==> config.mk <==
export PLATFORM = sky130hd
export DESIGN_NAME = serial_frame_rx
export DESIGN_NICKNAME = d
export VERILOG_FILES = /design/src/rtl/serial_frame_rx.sv
export SDC_FILE = /design/constraint.sdc
export NUM_CORES = 1
export LEC_CHECK = 0
export ABC_AREA = 1
export CELL_PAD_IN_SITES_DETAIL_PLACEMENT = 1
export CELL_PAD_IN_SITES_GLOBAL_PLACEMENT = 1
export CORE_ASPECT_RATIO = 0.75
export CORE_UTILIZATION = 41
export DETAILED_ROUTE_END_ITERATION = 10
export PLACE_DENSITY_LB_ADDON = 0.1
export SLEW_MARGIN = 20
export SYNTH_ARGS = -nofsm -noshare
export SYNTH_HDL_FRONTEND = slang
export SYNTH_SLANG_ARGS = --single-unit
==> constraint.sdc <==
create_clock -name clk -period 2 [get_ports clk]
set_input_delay 0.5 -clock clk [delete_from_list [all_inputs] [get_ports clk]]
set_output_delay 0.5 -clock clk [all_outputs]
set_load 0.02 [all_outputs]
==> src/rtl/serial_frame_rx.sv <==
// ============================================================================
// Module      : serial_frame_rx
// Description : Serial frame receiver. Hunts for a sync word, deserializes an
//               MSB-first payload, checks even parity, and presents the word on
//               a valid/ready port with overflow and parity-error reporting.
// Revision    : 1.0 - initial release
// ============================================================================
`default_nettype none

module serial_frame_rx #(
    parameter int                DATA_W       = 8,
    parameter int                SYNC_W       = 4,
    parameter logic [SYNC_W-1:0] SYNC_PATTERN = 4'b1011
) (
    input  logic              clk,
    input  logic              reset,
    input  logic              sdi,
    input  logic              bit_en,
    output logic [DATA_W-1:0] rx_data,
    output logic              rx_valid,
    input  logic              rx_ready,
    output logic              parity_err,
    output logic              overflow,
    input  logic              ovf_clr,
    output logic              frame_busy
);

    localparam int c_FILL_W = $clog2(SYNC_W + 1);
    localparam int c_CNT_W  = $clog2(DATA_W);

    localparam logic [c_FILL_W-1:0] c_FILL_MAX   = c_FILL_W'(SYNC_W);
    localparam logic [c_FILL_W-1:0] c_FILL_MATCH = c_FILL_W'(SYNC_W - 1);
    localparam logic [c_CNT_W-1:0]  c_CNT_LAST   = c_CNT_W'(DATA_W - 1);

    typedef enum logic [1:0] {
        S_HUNT   = 2'd0,
        S_DATA   = 2'd1,
        S_PARITY = 2'd2
    } state_t;

    state_t              r_state;
    state_t              w_state_nxt;
    logic [SYNC_W-1:0]   r_window;
    logic [c_FILL_W-1:0] r_fill;
    logic [c_CNT_W-1:0]  r_bit_cnt;
    logic [DATA_W-1:0]   r_shreg;
    logic [DATA_W-1:0]   r_rx_data;
    logic                r_rx_valid;
    logic                r_parity_err;
    logic                r_overflow;

    logic [SYNC_W-1:0]   w_sync_win;
    logic                w_match;
    logic                w_par_good;
    logic                w_par_step;
    logic                w_load;
    logic                w_drop_full;
    logic                w_perr;

    // The window must already hold SYNC_W-1 genuine bits so zeros left by
    // reset or a previous frame can never complete a match.
    assign w_sync_win  = {r_window[SYNC_W-2:0], sdi};
    assign w_match     = (r_fill >= c_FILL_MATCH) && (w_sync_win == SYNC_PATTERN);
    assign w_par_good  = ~((^r_shreg) ^ sdi);
    assign w_par_step  = (r_state == S_PARITY) && bit_en;
    assign w_load      = w_par_step && w_par_good && (!r_rx_valid || rx_ready);
    assign w_drop_full = w_par_step && w_par_good && r_rx_valid && !rx_ready;
    assign w_perr      = w_par_step && !w_par_good;

    always_ff @(posedge clk or posedge reset) begin
        if (reset) begin
            r_state <= S_HUNT;
        end else begin
            r_state <= w_state_nxt;
        end
    end

    always_comb begin
        w_state_nxt = r_state;
        if (bit_en) begin
            case (r_state)
                S_HUNT:   if (w_match) w_state_nxt = S_DATA;
                S_DATA:   if (r_bit_cnt == c_CNT_LAST) w_state_nxt = S_PARITY;
                S_PARITY: w_state_nxt = S_HUNT;
                default:  w_state_nxt = S_HUNT;
            endcase
        end
    end

    always_ff @(posedge clk or posedge reset) begin
        if (reset) begin
            r_window  <= '0;
            r_fill    <= '0;
            r_bit_cnt <= '0;
            r_shreg   <= '0;
        end else if (bit_en) begin
            case (r_state)
                S_HUNT: begin
                    if (w_match) begin
                        r_window  <= '0;
                        r_fill    <= '0;
                        r_bit_cnt <= '0;
                    end else begin
                        r_window <= w_sync_win;
                        if (r_fill != c_FILL_MAX) r_fill <= r_fill + 1'b1;
                    end
                end
                S_DATA: begin
                    r_shreg   <= {r_shreg[DATA_W-2:0], sdi};
                    r_bit_cnt <= r_bit_cnt + 1'b1;
                end
                default: begin
                    r_window <= '0;
                    r_fill   <= '0;
                end
            endcase
        end
    end

    // A new word loading in the same cycle as an accept keeps rx_valid high.
    always_ff @(posedge clk or posedge reset) begin
        if (reset) begin
            r_rx_data    <= '0;
            r_rx_valid   <= 1'b0;
            r_parity_err <= 1'b0;
            r_overflow   <= 1'b0;
        end else begin
            r_parity_err <= w_perr;
            if (w_load) begin
                r_rx_data  <= r_shreg;
                r_rx_valid <= 1'b1;
            end else if (r_rx_valid && rx_ready) begin
                r_rx_valid <= 1'b0;
            end
            if (w_drop_full) begin
                r_overflow <= 1'b1;
            end else if (ovf_clr) begin
                r_overflow <= 1'b0;
            end
        end
    end

    assign rx_data    = r_rx_data;
    assign rx_valid   = r_rx_valid;
    assign parity_err = r_parity_err;
    assign overflow   = r_overflow;
    assign frame_busy = (r_state == S_DATA) || (r_state == S_PARITY);

endmodule

`default_nettype wire

Word-level counts from Yosys, hierarchy flattened
Index checks and enable logic that the tools add are counted. Widths: inputs -> output; s select.

Flip-flop bits (word level): 30. Input port bits: 6. Output and inout port bits: 12. Word-level logic and storage cells: 59.

Add/subtract/negate cells: 2. Order comparisons: 1. Equal/unequal tests: 8. Muxes and demuxes: 14. Bitwise logic cells: 3. Reductions and logical operators: 22.

Operators with widths (count): $pmux 3 s2 (3); $mux 3 (4); $reduce_and 3->1 (3); $logic_and 1x1->1 (8); $reduce_xor 8->1 (1); $add 3x1->3 const B (2); $ne 3x3->1 const B (2); $reduce_bool 2->1 (3); $eq 4x4->1 const B (1); $mux 1 (4); $mux 2 (2); $ne 2x2->1 const B (2); $pmux 2 s2 (1); $reduce_and 2->1 (2); $eq 3x3->1 const B (1); $ge 3x2->1 const B (1); $eq 2x1->1 const B (1); $eq 2x2->1 const B (1); $logic_not 1->1 (2); $logic_not 2->1 (1); $logic_or 1x1->1 (2); $not 1->1 (2); $xor 1x1->1 (1).

Longest topological paths before layout
Gate-level depths: netlist of run 1.

Depth after elaboration: 7. Mapped depth: 12.

Worst setup path after synthesis of run 1
No wires, ideal clock.

Path type: register -> register. Start: reg r_fill[0]. End: reg r_fill[0]. Setup time: 0.077 ns. Arrival time: 1.386 ns. Data required time: 1.923 ns. Slack: 0.536 ns. Cell stages (with the launch flop): 10. Buffers on the path: 0. Period minus slack after synthesis: 1.464 ns. Path through: dfrtp_1 > ha_1 > ha_1 > nor2_1 > o21ai_0 > nand2_1 > nand2_2 > o21ai_2 > a21oi_1 > a21oi_1.

Word-level cells in the longest chain between the ends: 4.

Ends and longest elaborated chain: from (decl) (line 44) `logic [c_FILL_W-1:0] r_fill;`; from (signal assigned) (line 105) `if (r_fill != c_FILL_MAX) r_fill <= r_fill + 1'b1;`; $add 3x1->3 / $ge 3x2->1 (equally long branches) (line 105, 63); $mux 3 / $logic_and 1x1->1 (equally long branches) (line 105, 63); $mux 3 / $ne 3x3->1 (equally long branches); $pmux 3 s2 / $reduce_and 3->1 (equally long branches).

Several ways; a longest one is shown, not always the timed one. The select of a mux whose other input is x is not followed. A chain may end at the register's enable or synchronous reset.

Worst setup path after layout of run 1
Start: reg r_shreg[3]. End: reg r_rx_data[1], in the netlist rx_data[1].

Word-level cells in the longest chain between the ends: 5.

Ends and longest elaborated chain: from (decl) (line 46) `logic [DATA_W-1:0] r_shreg;`; from (signal assigned) (line 109) `r_shreg <= {r_shreg[DATA_W-2:0], sdi};`; $reduce_xor 8->1 (line 64) `assign w_par_good = ~((^r_shreg) ^ sdi);`; $xor 1x1->1 (line 64); $not 1->1 (line 64); $logic_and 1x1->1 (2 in a row) (line 66) `assign w_load = w_par_step && w_par_good && (!r_rx_valid || rx_ready);`; to (signal assigned) (line 130) `r_rx_data <= r_shreg;`; to (decl) (line 47) `logic [DATA_W-1:0] r_rx_data;`.

No other way between the ends.

==> metrics.txt, run 1 <==
status=finished, final reports clean; Yosys top cell by area=dfrtp_1; TritonRoute pass-1 iters=4; Routability Congestion=0.8304; Non-Filler Instances=276; synthesized area per cell=7.910 sq um; power after layout=3.130 mW; multiplexer area fraction after synthesis=0; Total GRT Usage=0.2101; commonest cells after routing, fill and taps aside=nand2_1, dfrtp_1, inv_1; layout overhead on the synthesized area=20.99%; total routed wirelength=3809 um; met1 GRT Util=0.2826; RSZ-0062 raised after global routing=false; largest family of logic cells by synthesized area=simple AND/OR/NAND/NOR gates; Max-cap violations=0; WS Path Type=reg2reg; LEAKAGE=0.9963 nW; # IOs=18; root buffer cell=clkbuf_8; number of diodes=0; Fin Setup TNS=0 ns; Synth Instances=202; IO Port Bufs=17; Nets=238; Skew-Pair Late Insertion Delay=0.28 ns; Post-Place Cells=269; post-synthesis cell area=0.001598 sq mm; Worst Path Required=2.16 ns; starting density of the core=0.4336; cts hold-fix bufs=0; synth unique cells=23; Final Slew Violations=0; row cnt=19; Slew HR=0.7361; met3 usage=0.05435; Worst-Margin Slew=0.3959 ns; Die Width=74.09 um; GR Util met2=0.3208; DRT iter0 DRCs=63; Synth Register Bits=30; first-pass GRT wire length=6472 um; Fillers=458; Worst-path clk slew=0.06 ns; vias in the first global route=1,361; adder-cell share of the synthesized area=0.06265; Post-Synth XOR/XNOR Area=0.02193; CP Capture Type=flop; die area=0.004153 sq mm; Final Setup Violations=0; initial antenna violation count=0; layout cells sized above 1=0.09821; Startpoint Class=flop; Period minus WS final=1.853 ns; H-tree depth=2; sequential element share of the synthesized area=0.4699; area occupied by multi-input gates=708.2 sq um; flip-flop and latch area=750.7 sq um; syn nets=216; synth top area cells=dfrtp_1, nand2_1, ha_1, inv_1, o21ai_0; Max clock buf depth=2; DRC viols=0; Worst Path Max Fanout=11; GR Overflow Total=0; total setup buffers inserted after CTS=0; CTS tree=built; synth warn=0; Hold Path Class=reg2reg; Num CTS Buffers=5; vias per inst=5.047; Top Usage Layer GRT=met2; largest net degree at the start of global routing=31; antenna viol nets, final=0; TritonCTS Sinks=30; final hold violations=0; Worst R2R Setup Slack=0.15 ns; commonest non-fill, non-tap cell in the layout=nand2_1; Hold WS=0.4701 ns; CP arrival=2.01 ns; VDD IR max=0.0007236 V; clock skew=0.006295 ns; Simple-Gate Fraction of Synth Area=0.2788; Final period util=0.9263; compound-cell area share of the yosys netlist=0.07987; Power Density=1619 mW/mm^2; Vert. Die Dim=56.06 um; core area=0.003685 sq mm; vias=1,393; Yosys top cell area share=0.4699; Fmax=539.8 MHz; Wirelength per Cell=13.80 um; post-DP HPWL=2999 um
-- layer usage --
layer  part of all wire  routed length (um)
met2               0.47                1776
met5                  0                   0
met4              0.021                  79
met3              0.036                 136
met1               0.48                1816
-- power by group --
group          internal [mW]  switching, mW
registers              0.826          0.238
logic                  0.537          0.915
clock network          0.398          0.217
total                   1.76           1.37
-- what timing repair did --
| item | CTS | global route |
|---|---|---|
| gates resized for setup | 1 | 0 |
| hold endpoints to repair | 0 | 0 |
| setup endpoints to repair | 1 | 0 |
-- cell usage after synthesis, drive strengths merged --
library cell / count
xnor2: 2
nor3: 1
nand2: 84
inv: 23
ha: 8
a22oi: 1
clkinv: 1
clkbuf: 2
o31ai: 2
dfrtp: 30
buf: 5
xor2: 2
a21oi: 3
nor2: 6
nand3: 8
o211ai: 1
o21ai: 15
nand4: 8
-- cells by family (layout without fill, tap and decap cells) --
group / count (synthesis) / after routing
flops: 30 / 30
buf+inv: 31 / 53
xor+xnor: 4 / 4
compound gates: 22 / 22
simple gates: 107 / 107
fa+ha+maj: 8 / 8
-- worst paths after layout --
kind                                   startpoint                 endpoint  depth (start not counted)
setup / recovery           r_shreg[3]$_DFFE_PP0P_   rx_data[1]$_DFFE_PP0P_                         11
hold / removal             rx_data[5]$_DFFE_PP0P_   rx_data[5]$_DFFE_PP0P_                          2
setup reg to reg           r_shreg[3]$_DFFE_PP0P_   rx_data[1]$_DFFE_PP0P_                         11
hold reg to reg            rx_data[5]$_DFFE_PP0P_   rx_data[5]$_DFFE_PP0P_                          2
max in group asynchronous                   reset    r_fill[1]$_DFFE_PP0P_                          3
min in group asynchronous                   reset  r_window[2]$_DFFE_PP0P_                          3
-- state kept, by name, summed over array words and instances (netlist names) --
name and cells:
r_state 2, r_shreg 8, rx_valid 1, overflow 1, parity_err 1, rx_data 8, r_bit_cnt 3, r_window 3
r_fill 3
-- per-stage QoR --
| stage | instance area [sq um] | utilization | setup slack (ns) |
|---|---|---|---|
| floorplan | 1598 | - | 0.5362 |
| global placement | 1822 | 0.4944 | 0.1245 |
| detailed placement | 1822 | 0.4944 | 0.02779 |
| CTS | 1933 | 0.5246 | 0.1519 |
| global route | 1933 | 0.5246 | 0.02048 |
| finish | 1933 | 0.5246 | 0.1475 |
-- critical path, stage by stage (launching register included) --
cell and delay, ns:
dfrtp_1 0.53, inv_1 0.11, nand2_1 0.09, nand2_1 0.06
nand2_1 0.06, nand2_1 0.09, nand2_1 0.11, nand3_1 0.11
nand2_2 0.19, nand3_2 0.20, nand2_1 0.12, nand2_1 0.06
-- final cells by class --
| cell class | count | area share |
|---|---|---|
| tap | 52 | 0.03366 |
| timing repair buffer | 22 | 0.1068 |
| clock buffer | 6 | 0.04272 |
| sequential | 30 | 0.3884 |
| inverter | 24 | 0.04660 |
| multi-input combinational | 141 | 0.3663 |
| clock inverter | 1 | 0.01553 |
No activity file was read; power rests on OpenSTA's default activity.
==> inputs of run 2 (changes only) <==
Settings changed: GPL_ROUTABILITY_DRIVEN set to 0, GPL_TIMING_DRIVEN set to 0.
==> run 2 against run 1 <==
Effect of this change: critical endpoint is now r_state[0]$_DFFE_PP0P_; global-route usage increased by 0.61 points; clock-buffer cell count unchanged; clock power decreased by 15%; non-clock buffer count increased by 2; critical path depth decreased by 3; wire length decreased by 1.7%; combinational power increased by 12%; sequential power decreased by 9%.
==> metrics.txt, run 2 (synthesis results as in run 1) <==
root buffer cell=clkbuf_8; Worst-Margin Slew=0.6326 ns (+0.2367 ns); power after layout=3.112 mW (-0.59%); LEAKAGE=0.9911 nW (-0.52%); CP arrival=2.04 ns (+0.03 ns); starting density of the core=0.4336 (unchanged); die area=0.004153 sq mm (unchanged); cts hold-fix bufs=0 (unchanged); Worst Path Required=2.18 ns (+0.02 ns); CTS tree=built; Skew-Pair Late Insertion Delay=0.29 ns (about the same); first-pass GRT wire length=6727 um (+3.9%); Final Slew Violations=0 (unchanged); Slew HR=0.5777 (-0.1584); Num CTS Buffers=5 (unchanged); Nets=240 (+0.84%); layout overhead on the synthesized area=20.60%; Power Density=1615 mW/mm^2 (-0.27%); Die Width=74.09 um (unchanged); Wirelength per Cell=13.42 um (-2.7%); TritonRoute pass-1 iters=4 (unchanged); # IOs=18 (unchanged); final hold violations=0 (unchanged); Fillers=454 (-0.87%); IO Port Bufs=17 (unchanged); status=finished, final reports clean; TritonCTS Sinks=30 (unchanged); layout cells sized above 1=0.1057 (+0.007513); number of diodes=0 (unchanged); Period minus WS final=1.861 ns (+0.008836 ns); post-DP HPWL=2904 um (-3.1%); Worst Path Max Fanout=7 (-4); antenna viol nets, final=0 (unchanged); WS Path Type=in2reg; Slowest cell on crit path=clkdlybuf4s50_1; Fin Setup TNS=0 ns (unchanged); vias=1,366 (-1.9%); Final period util=0.9307 (+0.004418); row cnt=19 (unchanged); VDD IR max=0.0007125 V (-1.5%); Hold Path Class=reg2reg; critical-path cell list=clkdlybuf4s50_1, inv_1, nor2_1, inv_1, nand2_1, nand2_1, nor2_1, a21oi_1; commonest non-fill, non-tap cell in the layout=nand2_1; H-tree depth=2 (unchanged); DRT iter0 DRCs=71 (+13%); CP max stage delay=0.55 ns (+0.02 ns); clock skew=0.009351 ns (+0.003056 ns); Max-cap violations=0 (unchanged); vias in the first global route=1,489 (+9.4%); Fmax=537.2 MHz (-0.47%); commonest cells after routing, fill and taps aside=nand2_1, dfrtp_1, inv_1; Vert. Die Dim=56.06 um (unchanged); largest net degree at the start of global routing=31 (unchanged); Max clock buf depth=2 (unchanged); GR Overflow Total=0 (unchanged); vias per inst=4.896 (-3.0%); initial antenna violation count=0 (unchanged); total routed wirelength=3745 um (-1.7%); DRC viols=0 (unchanged); core area=0.003685 sq mm (unchanged); Startpoint Class=input port; CP Capture Type=flop; Final Setup Violations=0 (unchanged); Total GRT Usage=0.2162 (+0.006143); Worst-path clk slew=0.07 ns (about the same); RSZ-0062 raised after global routing=false
## run 2: stage by stage
stage | cells | area (sq um) | hold WS, ns | utilization | worst slack (ns)
2_1_floorplan | 202 | 1598 | 0.4459 | - | 0.5362
3_3_place_gp | 271 | 1833 | 0.4535 | 0.4975 | -0.02447
3_5_place_dp | 271 | 1833 | 0.4624 | 0.4975 | -0.1028
4_1_cts | 279 | 1927 | 0.4793 | 0.5229 | 0.1405
5_1_grt | 279 | 1927 | 0.5101 | 0.5229 | 0.01682
6_report | 279 | 1927 | 0.4779 | 0.5229 | 0.1386
## run 2: routing by layer
metal | track usage | share of wire
met3 | 0.04348 | 0.028
met5 | 0 | 0
met4 | 0.07418 | 0.014
met2 | 0.3610 | 0.48
met1 | 0.2760 | 0.48
## run 2: path summary, 6_finish.rpt
| check | from | endpoint | slack (ns) | cells after the start |
|---|---|---|---|---|
| max in group asynchronous | reset | r_fill[1]$_DFFE_PP0P_ | 0.95 | 2 |
| setup / recovery | bit_en | r_state[0]$_DFFE_PP0P_ | 0.14 | 8 |
| setup reg to reg | r_fill[1]$_DFFE_PP0P_ | r_fill[0]$_DFFE_PP0P_ | 0.26 | 9 |
| hold / removal | rx_data[1]$_DFFE_PP0P_ | rx_data[1]$_DFFE_PP0P_ | 0.48 | 2 |
| hold reg to reg | rx_data[1]$_DFFE_PP0P_ | rx_data[1]$_DFFE_PP0P_ | 0.48 | 2 |
| min in group asynchronous | reset | r_state[0]$_DFFE_PP0P_ | 0.62 | 2 |
## run 2: critical path: cells and delay by family
kind | cells | cell delay [ns]
compound gates | 1 | 0.05
simple gates | 4 | 0.72
buf+inv | 3 | 0.77
## run 2: layout make-up
class	instances	area (sq um)	share of cell area
repair buffers	17	168.9	0.08766
multi-input cells	141	708.2	0.3675
well taps	52	65.06	0.03377
clock buffers	6	82.58	0.04286
clock inverters	2	12.51	0.006493
plain buffers	7	48.80	0.02532
flip-flops and latches	30	750.7	0.3896
inverters	24	90.09	0.04675
## run 2: repair_timing
action | in CTS | in global routing
setup buffers | 0 | 0
endpoints found under the setup margin | 1 | 0
resized for setup | 1 | 0
## run 2: power by group
part | internal (mW) | switching [mW] | leakage, nW | total [mW]
Sequential | 0.825 | 0.143 | 0.398 | 0.968
Clock | 0.276 | 0.248 | 0.0472 | 0.524
Combinational | 0.607 | 1.01 | 0.546 | 1.62
Total | 1.71 | 1.40 | 0.991 | 3.11
